[src/rtl/div_unit_pkg.sv]
// Shared ALU op-code package.
// Holds the 6-bit execute-stage op codes used by the ALU and by the
// multi-cycle divider, plus small decode helpers for the divide ops.
package div_unit_pkg;

    localparam int OP_W = 6;

    // Execute-stage ALU op codes
    localparam logic [OP_W-1:0] OPADD  = 6'd0;
    localparam logic [OP_W-1:0] OPSUB  = 6'd1;
    localparam logic [OP_W-1:0] OPAND  = 6'd2;
    localparam logic [OP_W-1:0] OPOR   = 6'd3;
    localparam logic [OP_W-1:0] OPXOR  = 6'd4;
    localparam logic [OP_W-1:0] OPSLL  = 6'd5;
    localparam logic [OP_W-1:0] OPSRL  = 6'd6;
    localparam logic [OP_W-1:0] OPSRA  = 6'd7;
    localparam logic [OP_W-1:0] OPSLT  = 6'd8;
    localparam logic [OP_W-1:0] OPSLTU = 6'd9;
    localparam logic [OP_W-1:0] OPMUL  = 6'd10;
    localparam logic [OP_W-1:0] OPDIV  = 6'd16;
    localparam logic [OP_W-1:0] OPDIVU = 6'd17;
    localparam logic [OP_W-1:0] OPREM  = 6'd18;
    localparam logic [OP_W-1:0] OPREMU = 6'd19;

    // True for the four ops serviced by the multi-cycle divider
    function automatic logic is_div_op(input logic [OP_W-1:0] op);
        return (op == OPDIV) || (op == OPDIVU) || (op == OPREM) || (op == OPREMU);
    endfunction

    // True for the signed divide/remainder ops
    function automatic logic is_signed_op(input logic [OP_W-1:0] op);
        return (op == OPDIV) || (op == OPREM);
    endfunction

    // True when the op returns the remainder rather than the quotient
    function automatic logic is_rem_op(input logic [OP_W-1:0] op);
        return (op == OPREM) || (op == OPREMU);
    endfunction

endpackage

[src/rtl/div_unit.sv]
// Multi-cycle radix-2 restoring divider for the execute stage.
// Services OPDIV, OPDIVU, OPREM and OPREMU; other op codes are ignored.
// Ports:
//   iCLK           clock, rising edge
//   iRST           asynchronous active-high reset
//   iStart         start request, sampled only while idle
//   iA, iB         dividend / divisor
//   iControlSignal ALU op code
//   oBusy          high while an operation is in flight (pipeline stall)
//   oDone          one-cycle pulse, oResult valid in that cycle
//   oResult        quotient or remainder, held until the next result
module div_unit
    import div_unit_pkg::*;
#(
    parameter int WIDTH = 32
) (
    input  logic             iCLK,
    input  logic             iRST,
    input  logic             iStart,
    input  logic [WIDTH-1:0] iA,
    input  logic [WIDTH-1:0] iB,
    input  logic [OP_W-1:0]  iControlSignal,
    output logic             oBusy,
    output logic             oDone,
    output logic [WIDTH-1:0] oResult
);

    localparam int CNT_W = $clog2(WIDTH);
    localparam logic [CNT_W-1:0] CNT_LAST = CNT_W'(WIDTH - 1);
    localparam logic [CNT_W-1:0] CNT_ONE  = CNT_W'(1);
    localparam logic [CNT_W-1:0] CNT_ZERO = CNT_W'(0);
    localparam logic [WIDTH-1:0] ONE      = {{(WIDTH-1){1'b0}}, 1'b1};
    localparam logic [WIDTH-1:0] ALL_ONES = {WIDTH{1'b1}};
    localparam logic [WIDTH-1:0] MIN_NEG  = {1'b1, {(WIDTH-1){1'b0}}};

    typedef enum logic [1:0] {
        ST_IDLE = 2'd0,
        ST_CALC = 2'd1,
        ST_DONE = 2'd2
    } state_t;

    state_t           state_r;
    state_t           state_next_s;
    logic [CNT_W-1:0] cnt_r;
    logic [WIDTH-1:0] quo_r;      // dividend shifts out MSB-first, quotient bits shift in
    logic [WIDTH-1:0] rem_r;      // partial remainder
    logic [WIDTH-1:0] dvs_r;      // divisor magnitude
    logic             neg_q_r;
    logic             neg_r_r;
    logic             rem_op_r;
    logic             done_r;
    logic [WIDTH-1:0] result_r;

    logic             serviced_s;
    logic             signed_op_s;
    logic             rem_op_s;
    logic             accept_s;
    logic             div_zero_s;
    logic             ovf_s;
    logic             bypass_s;
    logic [WIDTH-1:0] bypass_result_s;
    logic             a_neg_s;
    logic             b_neg_s;
    logic [WIDTH-1:0] a_mag_s;
    logic [WIDTH-1:0] b_mag_s;
    logic [WIDTH:0]   shifted_s;
    logic [WIDTH:0]   trial_s;
    logic [WIDTH-1:0] quo_next_s;
    logic [WIDTH-1:0] rem_next_s;
    logic [WIDTH-1:0] quo_fix_s;
    logic [WIDTH-1:0] rem_fix_s;
    logic [WIDTH-1:0] final_s;

    // Request decode, operand magnitudes and early-out detection
    always_comb begin
        serviced_s  = is_div_op(iControlSignal);
        signed_op_s = is_signed_op(iControlSignal);
        rem_op_s    = is_rem_op(iControlSignal);
        accept_s    = (state_r == ST_IDLE) && iStart && serviced_s;
        a_neg_s     = signed_op_s && iA[WIDTH-1];
        b_neg_s     = signed_op_s && iB[WIDTH-1];
        a_mag_s     = a_neg_s ? (~iA + ONE) : iA;
        b_mag_s     = b_neg_s ? (~iB + ONE) : iB;
        div_zero_s  = (iB == {WIDTH{1'b0}});
        ovf_s       = signed_op_s && (iA == MIN_NEG) && (iB == ALL_ONES);
        bypass_s    = div_zero_s || ovf_s;
        if (div_zero_s) begin
            bypass_result_s = rem_op_s ? iA : ALL_ONES;
        end else if (ovf_s) begin
            bypass_result_s = rem_op_s ? {WIDTH{1'b0}} : MIN_NEG;
        end else begin
            bypass_result_s = {WIDTH{1'b0}};
        end
    end

    // One restoring step plus the sign-corrected result of that step
    always_comb begin
        shifted_s = {rem_r, quo_r[WIDTH-1]};
        trial_s   = shifted_s - {1'b0, dvs_r};
        if (!trial_s[WIDTH]) begin
            rem_next_s = trial_s[WIDTH-1:0];
            quo_next_s = {quo_r[WIDTH-2:0], 1'b1};
        end else begin
            rem_next_s = shifted_s[WIDTH-1:0];
            quo_next_s = {quo_r[WIDTH-2:0], 1'b0};
        end
        quo_fix_s = neg_q_r ? (~quo_next_s + ONE) : quo_next_s;
        rem_fix_s = neg_r_r ? (~rem_next_s + ONE) : rem_next_s;
        final_s   = rem_op_r ? rem_fix_s : quo_fix_s;
    end

    // State register
    always_ff @(posedge iCLK or posedge iRST) begin
        if (iRST) begin
            state_r <= ST_IDLE;
        end else begin
            state_r <= state_next_s;
        end
    end

    // Next-state logic; early-out ops skip CALC entirely
    always_comb begin
        state_next_s = state_r;
        case (state_r)
            ST_IDLE: begin
                if (accept_s) begin
                    state_next_s = bypass_s ? ST_DONE : ST_CALC;
                end else begin
                    state_next_s = ST_IDLE;
                end
            end
            ST_CALC: begin
                if (cnt_r == CNT_ZERO) begin
                    state_next_s = ST_DONE;
                end else begin
                    state_next_s = ST_CALC;
                end
            end
            ST_DONE: state_next_s = ST_IDLE;
            default: state_next_s = ST_IDLE;
        endcase
    end

    // Stall output: asserted in the accept cycle so the pipeline never misses a bubble
    always_comb begin
        oBusy = 1'b0;
        case (state_r)
            ST_IDLE: oBusy = accept_s;
            ST_CALC: oBusy = 1'b1;
            ST_DONE: oBusy = 1'b0;
            default: oBusy = 1'b0;
        endcase
    end

    // Datapath: operand capture, iteration, result load and done pulse
    always_ff @(posedge iCLK or posedge iRST) begin
        if (iRST) begin
            cnt_r    <= CNT_ZERO;
            quo_r    <= {WIDTH{1'b0}};
            rem_r    <= {WIDTH{1'b0}};
            dvs_r    <= {WIDTH{1'b0}};
            neg_q_r  <= 1'b0;
            neg_r_r  <= 1'b0;
            rem_op_r <= 1'b0;
            done_r   <= 1'b0;
            result_r <= {WIDTH{1'b0}};
        end else begin
            case (state_r)
                ST_IDLE: begin
                    if (accept_s) begin
                        quo_r    <= a_mag_s;
                        rem_r    <= {WIDTH{1'b0}};
                        dvs_r    <= b_mag_s;
                        cnt_r    <= CNT_LAST;
                        neg_q_r  <= a_neg_s ^ b_neg_s;
                        neg_r_r  <= a_neg_s;
                        rem_op_r <= rem_op_s;
                        if (bypass_s) begin
                            result_r <= bypass_result_s;
                            done_r   <= 1'b1;
                        end else begin
                            done_r   <= 1'b0;
                        end
                    end else begin
                        done_r <= 1'b0;
                    end
                end
                ST_CALC: begin
                    quo_r <= quo_next_s;
                    rem_r <= rem_next_s;
                    if (cnt_r == CNT_ZERO) begin
                        result_r <= final_s;
                        done_r   <= 1'b1;
                    end else begin
                        cnt_r  <= cnt_r - CNT_ONE;
                        done_r <= 1'b0;
                    end
                end
                ST_DONE: done_r <= 1'b0;
                default: done_r <= 1'b0;
            endcase
        end
    end

    assign oDone   = done_r;
    assign oResult = result_r;

endmodule

[config.mk]
export PLATFORM = sky130hd
export DESIGN_NAME = div_unit
export DESIGN_NICKNAME = d
export VERILOG_FILES = /design/src/rtl/div_unit_pkg.sv /design/src/rtl/div_unit.sv
export SDC_FILE = /design/constraint.sdc
export NUM_CORES = 1
export LEC_CHECK = 0
export BUFFER_PORTS_ARGS = -buffer_cell sky130_fd_sc_hd__buf_2
export CORE_MARGIN = 10
export CORE_UTILIZATION = 50
export DETAILED_ROUTE_END_ITERATION = 8
export PLACE_DENSITY_LB_ADDON = 0.25
export RECOVER_POWER = 100
export SLEW_MARGIN = 10
export SYNTH_ARGS = -nofsm -noshare
export SYNTH_HDL_FRONTEND = slang
export SYNTH_SLANG_ARGS = --single-unit
[constraint.sdc]
create_clock -name iCLK -period 5 [get_ports iCLK]
set_clock_uncertainty 0.2 [all_clocks]
set_input_delay 0.25 -clock iCLK [delete_from_list [all_inputs] [get_ports iCLK]]
set_output_delay 0.25 -clock iCLK [all_outputs]
set_load 0.005 [all_outputs]
==> results of run 1 <==
-- cell usage after synthesis, drive strengths merged, types with 6 or more instances --
cell type	instances
nor2b	9
nor3	30
nor4	21
o21a	13
a22oi	7
xor2	60
dfrtp	138
a211oi	12
xnor2	69
a21o	11
nor3b	6
or3	20
o21ai	199
and3	9
ha	38
nor4b	8
o41ai	13
buf	21
mux2i	29
a31oi	17
o211ai	21
o22ai	23
o31ai	30
nand3b	9
nand2b	15
a21oi	115
nand2	165
nand4	21
or2	8
nand3	49
inv	56
o221ai	7
or4	15
and2	15
nor2	125
a211o	6
clkbuf	65
-- report_power, final --
group          leakage [nW]  internal (mW)  total (mW)  switching, mW
registers              1.59           1.54        2.04          0.503
logic                  3.42           2.49        6.67           4.18
clock network         0.291          0.776        1.34          0.566
-- area by class of cell --
class | instances | area (um^2) | share of cell area (%)
clock buffer | 19 | 453 | 3.30
sequential | 138 | 3450 | 25.2
antenna | 1 | 2.50 | 0.0182
clock inverter | 13 | 158 | 1.15
inverter | 56 | 216 | 1.58
tap | 319 | 399 | 2.91
multi-input combinational | 1249 | 7870 | 57.3
timing repair buffer | 188 | 1180 | 8.58
-- through the flow --
stage                     util (%)  power (mW)  cells
after floorplan                  -        6.65   1529
after global placement        54.4        8.34   1904
after detailed placement      54.4        8.45   1904
after CTS                     58.8        9.84   1978
after global routing          58.8        10.8   1982
final                         58.8        10.1   1983
-- logic make-up after synthesis --
group,after synthesis,share of synthesized area (%)
simple gates,530,22.0
compound gates,518,27.2
buf+inv,142,4.75
flops,138,29.3
xor+xnor,129,9.70
fa+ha+maj,39,4.20
mux,33,2.84
-- worst register-to-register path, stage by stage, from the launching register on --
cell and delay [ns]:
dfrtp_1 0.40, ha_1 0.41, a21oi_1 0.27, o21a_1 0.22, nor4b_2 0.37, nand2_1 0.13, o21ai_2 0.22, nor2_4 0.08
inv_4 0.10, nor2_1 0.06, a21oi_2 0.14, ha_2 0.21, nand4_1 0.16, nor4_4 0.34, nand4_1 0.18, mux2_4 0.33
nand2b_1 0.18, o41ai_2 0.40, xnor2_1 0.15, o21ai_1 0.07
-- how the worst max path moves through the flow --
stage / from / endpoint / slack (ns) / cells after the start
3_3_place_gp: quo_r[31] / oResult[28] / 0.30 / 21
5_1_grt: rem_r[24] / oResult[28] / -0.07 / 19
6_report: rem_r[26] / oResult[28] / 0.23 / 19
4_1_cts: quo_r[31] / oResult[28] / 0.15 / 21
2_1_floorplan: quo_r[31] / oResult[28] / 0.03 / 24
3_5_place_dp: quo_r[31] / oResult[28] / 0.17 / 21
-- sequential cells by signal, indices dropped and copies added (netlist names), 5 cells and up --
name / cells
cnt_r: 5
dvs_r: 32
oResult: 32
quo_r: 32
rem_r: 32
-- routing by layer --
layer	share of wire, %	wire length, um	vias up	GRT usage, %
li1	-	-	5829	-
met1	42	16900	5987	33.8
met2	48	19300	548	43.2
met3	7.0	2800	90	3.75
met4	2.8	1120	0	8.02
met5	0	0	-	0
-- timing repair --
item | CTS | global route
hold endpoints to repair | 143 | 0
setup endpoints to repair | 0 | 8
setup buffers | 0 | 4
resized for setup | 0 | 13
hold buffers | 42 | 0
==> key figures, run 1 <==
Clocking
  – Clk_lat worst skew: about 0.43 ns
  – Clock root cell: clkbuf_16
  – H-tree depth: 4
  – Number of buffers created by CTS: 17
  – Clk pin slew, worst setup/hold paths: roughly 0.07 ns
  – Max Buffers Root-to-Sink: 2
  – TritonCTS clock tree: yes
  – Sink Count: between 100 and 150

Synth
  – Syn_area_per_cell: 7.72 um^2
  – Distinct cell type count after synthesis: 82
  – Ys async rst share: 100%
  – Share of the synthesized area in the top cell type: between 20% and 30%
  – Mapped Cells: between 1500 and 2000
  – Post-synth EDFFs: 0
  – Synthesized flop and latch total: ~140
  – Cell area after synthesis: 0.0118 mm^2
  – Synth area leader: dfrtp_1
  – Synth area leaders: dfrtp_1, o21ai_0, nand2_1
  – Register area share after synthesis: about 29%
  – Top_reg_cell synth: dfrtp_1
  – Ys Warns: 0
  – Syn nets: about 1600

Floorplan
  – Die Ht: roughly 170 um
  – Rows: 56
  – Initial core utilization: 50.6%
  – Chip width: between 150 and 200 um
  – Total core area: approximately 0.023 mm^2
  – Die area: about 0.03 mm^2
  – I/O pin cnt: between 100 and 150

Global route
  – First-pass GRT wire length: 64300 um
  – Largest net degree at the start of global routing: a little over 100
  – All-layer global routing usage: between 20% and 30%
  – Initial antenna violation count: 0
  – Vias in the first global route: around 12000
  – GR Overflow Total: 0

Timing
  – Fin. Hold Viols: 1
  – Max-slew headroom: -53.4%
  – Post-Route Setup TNS: 0 ns
  – Final Cycle Share: 95.4%
  – Worst Slack Setup Final: approximately 0.23 ns
  – Fmax: between 0.2 and 0.25 GHz
  – Minimum clock period: approximately 4.8 ns
  – Max Slew Vio Count: ~210
  – Worst Hold Slack: -0.0111 ns
  – Slew @ Worst Pin: roughly 2.3 ns
  – # setup viols final: 0

Critical path
  – Critical path's largest stage delay: about 0.4 ns
  – Crit path top cell by count: nand4_1
  – Startpoint types: flop
  – Reg2Reg Depth: 19
  – Crit-path leading delay family: simple AND/OR/NAND/NOR gates
  – R2r endpoint: oResult[28]
  – CP Class: flop to flop
  – CP max-delay cell: ha_1
  – Buffer and inverter count on the worst path: 1
  – Crit-path max FO: 8
  – CP endpoint kind: flop
  – CP cell instances: ha_1, a21oi_1, o21a_1, nor4b_2, nand2_1, o21ai_2, nor2_4, inv_4, nor2_1, a21oi_2, ha_2, nand4_1, nor4_4, nand4_1, mux2_4, nand2b_1, o41ai_2, xnor2_1, o21ai_1
  – Reg2Reg Setup Slack: between 0.2 and 0.25 ns
  – Critical path data arrival time: 4.86 ns
  – Critical Path RT: 5.09 ns
  – RR Startpoint: rem_r[26]

Placement
  – Count of input and output buffers: 106
  – HPWL Detailed: 29400 um
  – Pre-CTS setup slack: roughly 0.17 ns
  – Placed cell area: approximately 0.013 mm^2
  – Placer Congestion: 0.987

Run status
  – Failing checks: hold timing, capacitance limit, slew limit
  – Status: complete, but fails checks

Drt
  – Antenna Nets Post-Route: 0
  – DRT Pass-1 Iters: 6
  – Residual DRC: 0
  – Routed WL: 40100 um
  – Via count: roughly 12000
  – Iter 0 DRT Violations: roughly 1400
  – Via density: about 6.3
  – Avg WL per Cell: around 20 um

Layout
  – Design Area, Final: roughly 0.014 mm^2
  – Commonest non-fill, non-tap cell in the layout: o21ai_0
  – Fillers: 2159
  – Final Net Count: about 1800
  – Most frequent cells in the layout: o21ai_0, nand2_1, dfrtp_1, nor2_1, a21oi_1
  – Area Overhead vs Synth: 16.3%
  – Layout cell share with drive strength beyond 1: a little over a tenth

Hold path
  – Hold path cells: 3
  – Worst Hold Path EP: dvs_r[0]
  – Hold path start: iB[0]
  – Min-delay worst type: input port to flop

Job
  – Total of max-cap violations: 4

Pwr
  – Maximum vdd drop: 0.583 mV
  – Static Leak: 5.30 nW
  – Pwr Density: approximately 730 mW/mm^2
Note: power is estimated with default switching activity, not from simulation.
==> inputs of run 2 (changes only) <==
- CTS_BUF_LIST: default -> sky130_fd_sc_hd__clkbuf_2 sky130_fd_sc_hd__clkbuf_4 sky130_fd_sc_hd__clkbuf_8
- HOLD_SLACK_MARGIN: default -> 0.12
==> key figures, run 2 (synthesis results as in run 1) <==
Layout
  – Commonest non-fill, non-tap cell in the layout: o21ai_0 (unchanged)
  – Most frequent cells in the layout: o21ai_0, nand2_1, dfrtp_1, nor2_1, a21oi_1 (unchanged)
  – Design Area, Final: 0.0140 mm^2 (was 0.0137 mm^2)
  – Final Net Count: 1810 (was 1762)
  – Area Overhead vs Synth: 18.8% (was 16.3%)
  – Layout cell share with drive strength beyond 1: 10.6% (was 10.9%)

Critical path
  – Crit-path max FO: 37 (was 8)
  – Critical path data arrival time: 4.36 ns (was 4.86 ns)
  – Reg2Reg Setup Slack: 0.23 ns (about the same)
  – RR Startpoint: quo_r[31] (was rem_r[26])
  – Startpoint types: flop (unchanged)
  – Setup crit end: oBusy (was oResult[28])
  – Reg2Reg Depth: 15 (was 19)
  – CP Class: flop to primary output (was flop to flop)
  – CP endpoint kind: primary output (was flop)
  – R2r endpoint: oResult[27] (was oResult[28])
  – Critical Path RT: 4.55 ns (was 5.09 ns)
  – Crit path from: oDone (was rem_r[26])

Clocking
  – Sink Count: 138 (unchanged)
  – Number of buffers created by CTS: 17 (unchanged)
  – TritonCTS clock tree: yes (unchanged)
  – Clk_lat worst skew: 0.48 ns (was 0.43 ns)
  – Clk pin slew, worst setup/hold paths: 0.10 ns (was 0.07 ns)
  – H-tree depth: 4 (unchanged)
  – Max Buffers Root-to-Sink: 2 (unchanged)
  – Clock root cell: clkbuf_8 (was clkbuf_16)

Drt
  – Routed length on met1: 17000 um (was 16900 um)
  – DR WL met2: 19700 um (was 19300 um)
  – Via density: 6.24 (was 6.28)
  – Iter 0 DRT Violations: 1394 (was 1413)
  – Met3 WL post-DR: 2720 um (was 2800 um)
  – Via count: 12700 (was 12500)
  – Avg WL per Cell: 19.9 um (was 20.2 um)
  – Routed WL: 40500 um (was 40100 um)
  – Antenna Nets Post-Route: 0 (unchanged)
  – Top Metal Used: met4 (unchanged)
  – DRT Pass-1 Iters: 6 (unchanged)
  – Residual DRC: 0 (unchanged)

Placement
  – Pre-CTS setup slack: 0.171 ns (unchanged)
  – Count of input and output buffers: 106 (unchanged)
  – Placer Congestion: 0.987 (unchanged)
  – HPWL Detailed: 29400 um (unchanged)
  – Placed cell area: 0.0127 mm^2 (unchanged)

Run status
  – Status: complete, but fails checks (unchanged)
  – Failing checks: capacitance limit, slew limit (was hold timing, capacitance limit, slew limit)

Hold path
  – Min-delay worst type: flop to flop (was input port to flop)
  – Hold path cells: 2 (was 3)

Timing
  – Post-Route Setup TNS: 0 ns (unchanged)
  – Max Slew Vio Count: 250 (was 211)
  – Unrepaired setup endpoints after global routing: false
  – Slew @ Worst Pin: 2.94 ns (was 2.30 ns)
  – Minimum clock period: 4.81 ns (was 4.77 ns)
  – Fmax: 0.208 GHz (was 0.210 GHz)
  – # setup viols final: 0 (unchanged)
  – Final Cycle Share: 96.2% (was 95.4%)
  – Max-slew headroom: -96.2% (was -53.4%)
  – Worst Slack Setup Final: 0.192 ns (was 0.230 ns)
  – Fin. Hold Viols: 0 (was 1)

Floorplan
  – Total core area: 0.0233 mm^2 (unchanged)
  – Initial core utilization: 50.6% (unchanged)
  – Chip width: 174 um (unchanged)
  – Die area: 0.0301 mm^2 (unchanged)
  – I/O pin cnt: 107 (unchanged)
  – Die Ht: 174 um (unchanged)
  – Rows: 56 (unchanged)

Pwr
  – Int Power: 4.53 mW (was 4.80 mW)
  – Sw Ratio: 53.4% (was 52.2%)
  – Sequential share of power: 21.0% (was 20.3%)
  – Logic pwr share: 68.6% (was 66.3%)
  – Static Leak: 5.41 nW (was 5.30 nW)
  – Pwr Density: 694 mW/mm^2 (was 733 mW/mm^2)
  – Clock Power Share: 10.4% (was 13.3%)
  – P_sw: 5.19 mW (was 5.25 mW)
  – Maximum vdd drop: 0.567 mV (was 0.583 mV)

Global route
  – Initial antenna violation count: 2 (was 0)
  – Vias in the first global route: 12100 (was 11900)
  – First-pass GRT wire length: 65000 um (was 64300 um)
  – Largest net degree at the start of global routing: 103 (unchanged)
  – All-layer global routing usage: 26.2% (was 25.8%)
  – GR Overflow Total: 0 (unchanged)

Job
  – Total of max-cap violations: 4 (unchanged)
==> run 2: cell count changes in the layout (fill, tap and decap cells not counted), sizes merged <==
cell         previous run  this run
buf                   102       103
clkbuf                 63        62
diode                   1         2
dlygate4sd3            42        90
==> run 2: layout make-up <==
type / count / area (um^2)
sequential: 138 / 3450
antenna: 2 / 5.00
clock buffer: 19 / 262
timing repair buffer: 236 / 1660
clock inverter: 13 / 158
multi-input combinational: 1249 / 7860
fill: 2131 / 9320
tap: 319 / 399
inverter: 56 / 216
==> run 2: what timing repair did <==
| item | in CTS | in global routing |
|---|---|---|
| buffers inserted | 0 | 4 |
| hold endpoints to repair | 195 | 0 |
| resized for setup | 0 | 13 |
| hold buffers | 90 | 0 |
| setup endpoints to repair | 0 | 9 |
==> run 2: routing by layer <==
layer / up-vias / track usage (%)
li1: 5923 / -
met1: 6141 / 34.0
met2: 536 / 44.0
met3: 84 / 3.66
met4: 0 / 8.27
met5: - / 0
==> run 2: worst min path at each step <==
stage                           from    endpoint  slack, ns
after CTS                 oResult[4]  oResult[4]       0.29
final                      dvs_r[29]   dvs_r[29]       0.29
after global routing       dvs_r[30]   dvs_r[30]       0.31
after global placement    oResult[4]  oResult[4]       0.27
after detailed placement  oResult[4]  oResult[4]       0.27
after floorplan               iB[31]   dvs_r[31]       0.19
==> run 2: critical path: stages (launching register included) <==
cell      delay, ns
dfrtp_1        0.58
nand2b_1       0.77
clkbuf_1       1.18
and2_0         0.86
buf_4          0.29
inv_1          0.07
clkbuf_1       0.11
==> run 2: power by group through the flow <==
stage	clock network [mW]	logic (mW)	registers (mW)
6_report	1.01	6.67	2.04
3_5_place_dp	0	6.41	2.04
2_1_floorplan	0	4.77	1.88
5_1_grt	1.07	7.31	2.09
4_1_cts	1.02	6.49	2.02
3_3_place_gp	0	6.32	2.02
==> run 2: per-stage QoR <==
step,hold WS (ns),std cells,util (%),power [mW]
global placement,0.267,1904,54.4,8.34
detailed placement,0.268,1904,54.4,8.45
CTS,0.289,2026,60.1,9.52
finish,0.288,2032,60.0,9.72
global route,0.309,2032,60.0,10.5
floorplan,0.186,1529,-,6.65
==> inputs of run 3 (changes only) <==
- CORE_UTILIZATION: 50 -> 57
==> key figures, run 3 (synthesis results as in run 1) <==
Run status
  – Status: complete, but fails checks (unchanged)
  – Failing checks: capacitance limit, slew limit (unchanged)

Layout
  – Final core utilization: 69.0% (was 60.0%)
  – Antenna Cells: 0 (was 2)
  – Fillers: 1681 (was 2131)
  – Commonest non-fill, non-tap cell in the layout: o21ai_0 (unchanged)
  – Area Overhead vs Synth: 18.8% (about the same)
  – Design Area, Final: 0.0140 mm^2 (about the same)
  – Final Net Count: 1805 (was 1810)
  – Most frequent cells in the layout: o21ai_0, nand2_1, dfrtp_1, nor2_1, a21oi_1 (unchanged)
  – Layout cell share with drive strength beyond 1: 11.1% (was 10.6%)
  – Final Instance Count excl. Fillers: 1976 (was 2032)

Clocking
  – Sink Count: 138 (unchanged)
  – H-tree depth: 4 (unchanged)
  – Clock root cell: clkbuf_8 (unchanged)
  – Max Buffers Root-to-Sink: 2 (unchanged)
  – Number of buffers created by CTS: 17 (unchanged)
  – TritonCTS clock tree: yes (unchanged)
  – Clk pin slew, worst setup/hold paths: 0.09 ns (was 0.10 ns)
  – Clk_lat worst skew: 0.48 ns (about the same)

Critical path
  – Critical Path RT: 5.13 ns (was 4.55 ns)
  – Startpoint types: flop (unchanged)
  – R2r endpoint: oResult[28] (was oResult[27])
  – RR Startpoint: rem_r[4] (was quo_r[31])
  – CP endpoint kind: flop (was primary output)
  – CP Class: flop to flop (was flop to primary output)
  – Reg2Reg Depth: 17 (was 15)
  – Crit-path max FO: 8 (was 37)
  – Critical path data arrival time: 4.94 ns (was 4.36 ns)
  – Reg2Reg Setup Slack: 0.19 ns (was 0.23 ns)

Global route
  – Vias in the first global route: 12300 (was 12100)
  – Largest net degree at the start of global routing: 95 (was 103)
  – First-pass GRT wire length: 64500 um (was 65000 um)
  – All-layer global routing usage: 29.6% (was 26.2%)
  – Initial antenna violation count: 1 (was 2)
  – GR Overflow Total: 0 (unchanged)

Floorplan
  – Die Ht: 164 um (was 174 um)
  – Die area: 0.0269 mm^2 (was 0.0301 mm^2)
  – Rows: 52 (was 56)
  – Chip width: 164 um (was 174 um)
  – Total core area: 0.0203 mm^2 (was 0.0233 mm^2)
  – I/O pin cnt: 107 (unchanged)
  – Initial core utilization: 58.1% (was 50.6%)

Hold path
  – Min-delay worst type: flop to flop (unchanged)
  – Worst Hold Path EP: dvs_r[23] (was dvs_r[29])
  – Hold path start: dvs_r[23] (was dvs_r[29])
  – Hold path cells: 2 (unchanged)

Placement
  – Count of input and output buffers: 106 (unchanged)
  – Placer Congestion: 0.998 (was 0.987)
  – Inst Count DP: 1852 (was 1904)
  – Placed cell area: 0.0126 mm^2 (was 0.0127 mm^2)
  – HPWL Detailed: 28800 um (was 29400 um)
  – Pre-CTS setup slack: 0.109 ns (was 0.171 ns)

Drt
  – Antenna Nets Post-Route: 0 (unchanged)
  – Avg WL per Cell: 20.5 um (was 19.9 um)
  – Residual DRC: 0 (unchanged)
  – Routed WL: 40500 um (about the same)
  – Via density: 6.47 (was 6.24)
  – Via count: 12800 (was 12700)
  – DRT Pass-1 Iters: 6 (unchanged)
  – Iter 0 DRT Violations: 1390 (was 1394)

Pwr
  – Static Leak: 5.46 nW (was 5.41 nW)
  – Maximum vdd drop: 0.544 mV (was 0.567 mV)
  – Pwr Density: 708 mW/mm^2 (was 694 mW/mm^2)

Timing
  – Slew @ Worst Pin: 3.76 ns (was 2.94 ns)
  – Max-slew headroom: -150% (was -96.2%)
  – Worst Slack Setup Final: 0.188 ns (was 0.192 ns)
  – Minimum clock period: 4.81 ns (about the same)
  – Final Cycle Share: 96.2% (about the same)
  – Max Slew Vio Count: 123 (was 250)
  – Fmax: 0.208 GHz (about the same)
  – Fin. Hold Viols: 0 (unchanged)
  – # setup viols final: 0 (unchanged)

Job
  – Total of max-cap violations: 2 (was 4)
[run 3: cell types whose count changed in the layout (fill, tap and decap cells not counted), moves of 2 or more]
cell,before,now
clkbuf_1,42,27
buf_2,72,78
o21ai_1,11,16
o21ai_0,187,183
a21oi_4,0,2
clkinvlp_4,4,2
diode_2,2,0
inv_6,4,6
[run 3: area by class of cell]
| type | instances | area [um^2] | area share [%] |
|---|---|---|---|
| inverter | 56 | 215 | 1.54 |
| clock inverter | 13 | 178 | 1.27 |
| tap | 270 | 338 | 2.41 |
| timing repair buffer | 231 | 1680 | 12.0 |
| sequential | 138 | 3450 | 24.6 |
| multi-input combinational | 1249 | 7890 | 56.3 |
| clock buffer | 19 | 262 | 1.87 |
[run 3: worst max path at each step]
stage                       end  depth (start not counted)  slack, ns  startpoint
floorplan           oResult[28]                         24       0.03   quo_r[31]
global placement    oResult[28]                         21       0.30   quo_r[31]
detailed placement  oResult[28]                         21       0.11   quo_r[31]
CTS                 oResult[28]                         21       0.07   quo_r[31]
global route        oResult[28]                         19      -0.02   rem_r[28]
finish              oResult[28]                         17       0.19    rem_r[4]
[run 3: report_power, final]
part	leakage, nW	internal [mW]	switching (mW)
registers	1.59	1.54	0.494
logic	3.65	2.59	4.24
clock network	0.217	0.534	0.522
[run 3: metrics by stage]
stage	TNS [ns]	power, mW	hold slack, ns
after floorplan	0	6.65	0.186
after global placement	0	8.27	0.263
after detailed placement	0	8.39	0.272
after CTS	0	9.53	0.292
after global routing	-0.0269	10.6	0.311
final	0	9.91	0.283
[run 3: metal layers]
| metal | vias up | wire length, um | GRT usage, % |
|---|---|---|---|
| met3 | 118 | 3230 | 4.76 |
| met2 | 654 | 19400 | 49.0 |
| met5 | - | 16 | 0 |
| met4 | 2 | 1330 | 10.5 |
| met1 | 6082 | 16500 | 38.4 |
| li1 | 5926 | - | - |
[run 3: worst max-delay path, stage by stage, from the launching register on]
cell	delay (ns)
dfrtp_1	0.46
ha_1	0.42
a21o_1	0.32
o31ai_4	0.31
a211oi_2	0.12
o31a_1	0.33
nor2_4	0.18
clkinv_4	0.13
a21oi_4	0.18
ha_2	0.22
nand4_1	0.15
nor4_4	0.32
nand4_1	0.18
mux2_4	0.34
nand2b_1	0.18
o41ai_2	0.40
xnor2_1	0.16
o21ai_1	0.07
[run 3: what timing repair did]
item | CTS | global route
hold buffers | 89 | 0
endpoints found under the setup margin | 0 | 8
buffers inserted | 0 | 2
hold endpoints to repair | 187 | 0
resized for setup | 0 | 16
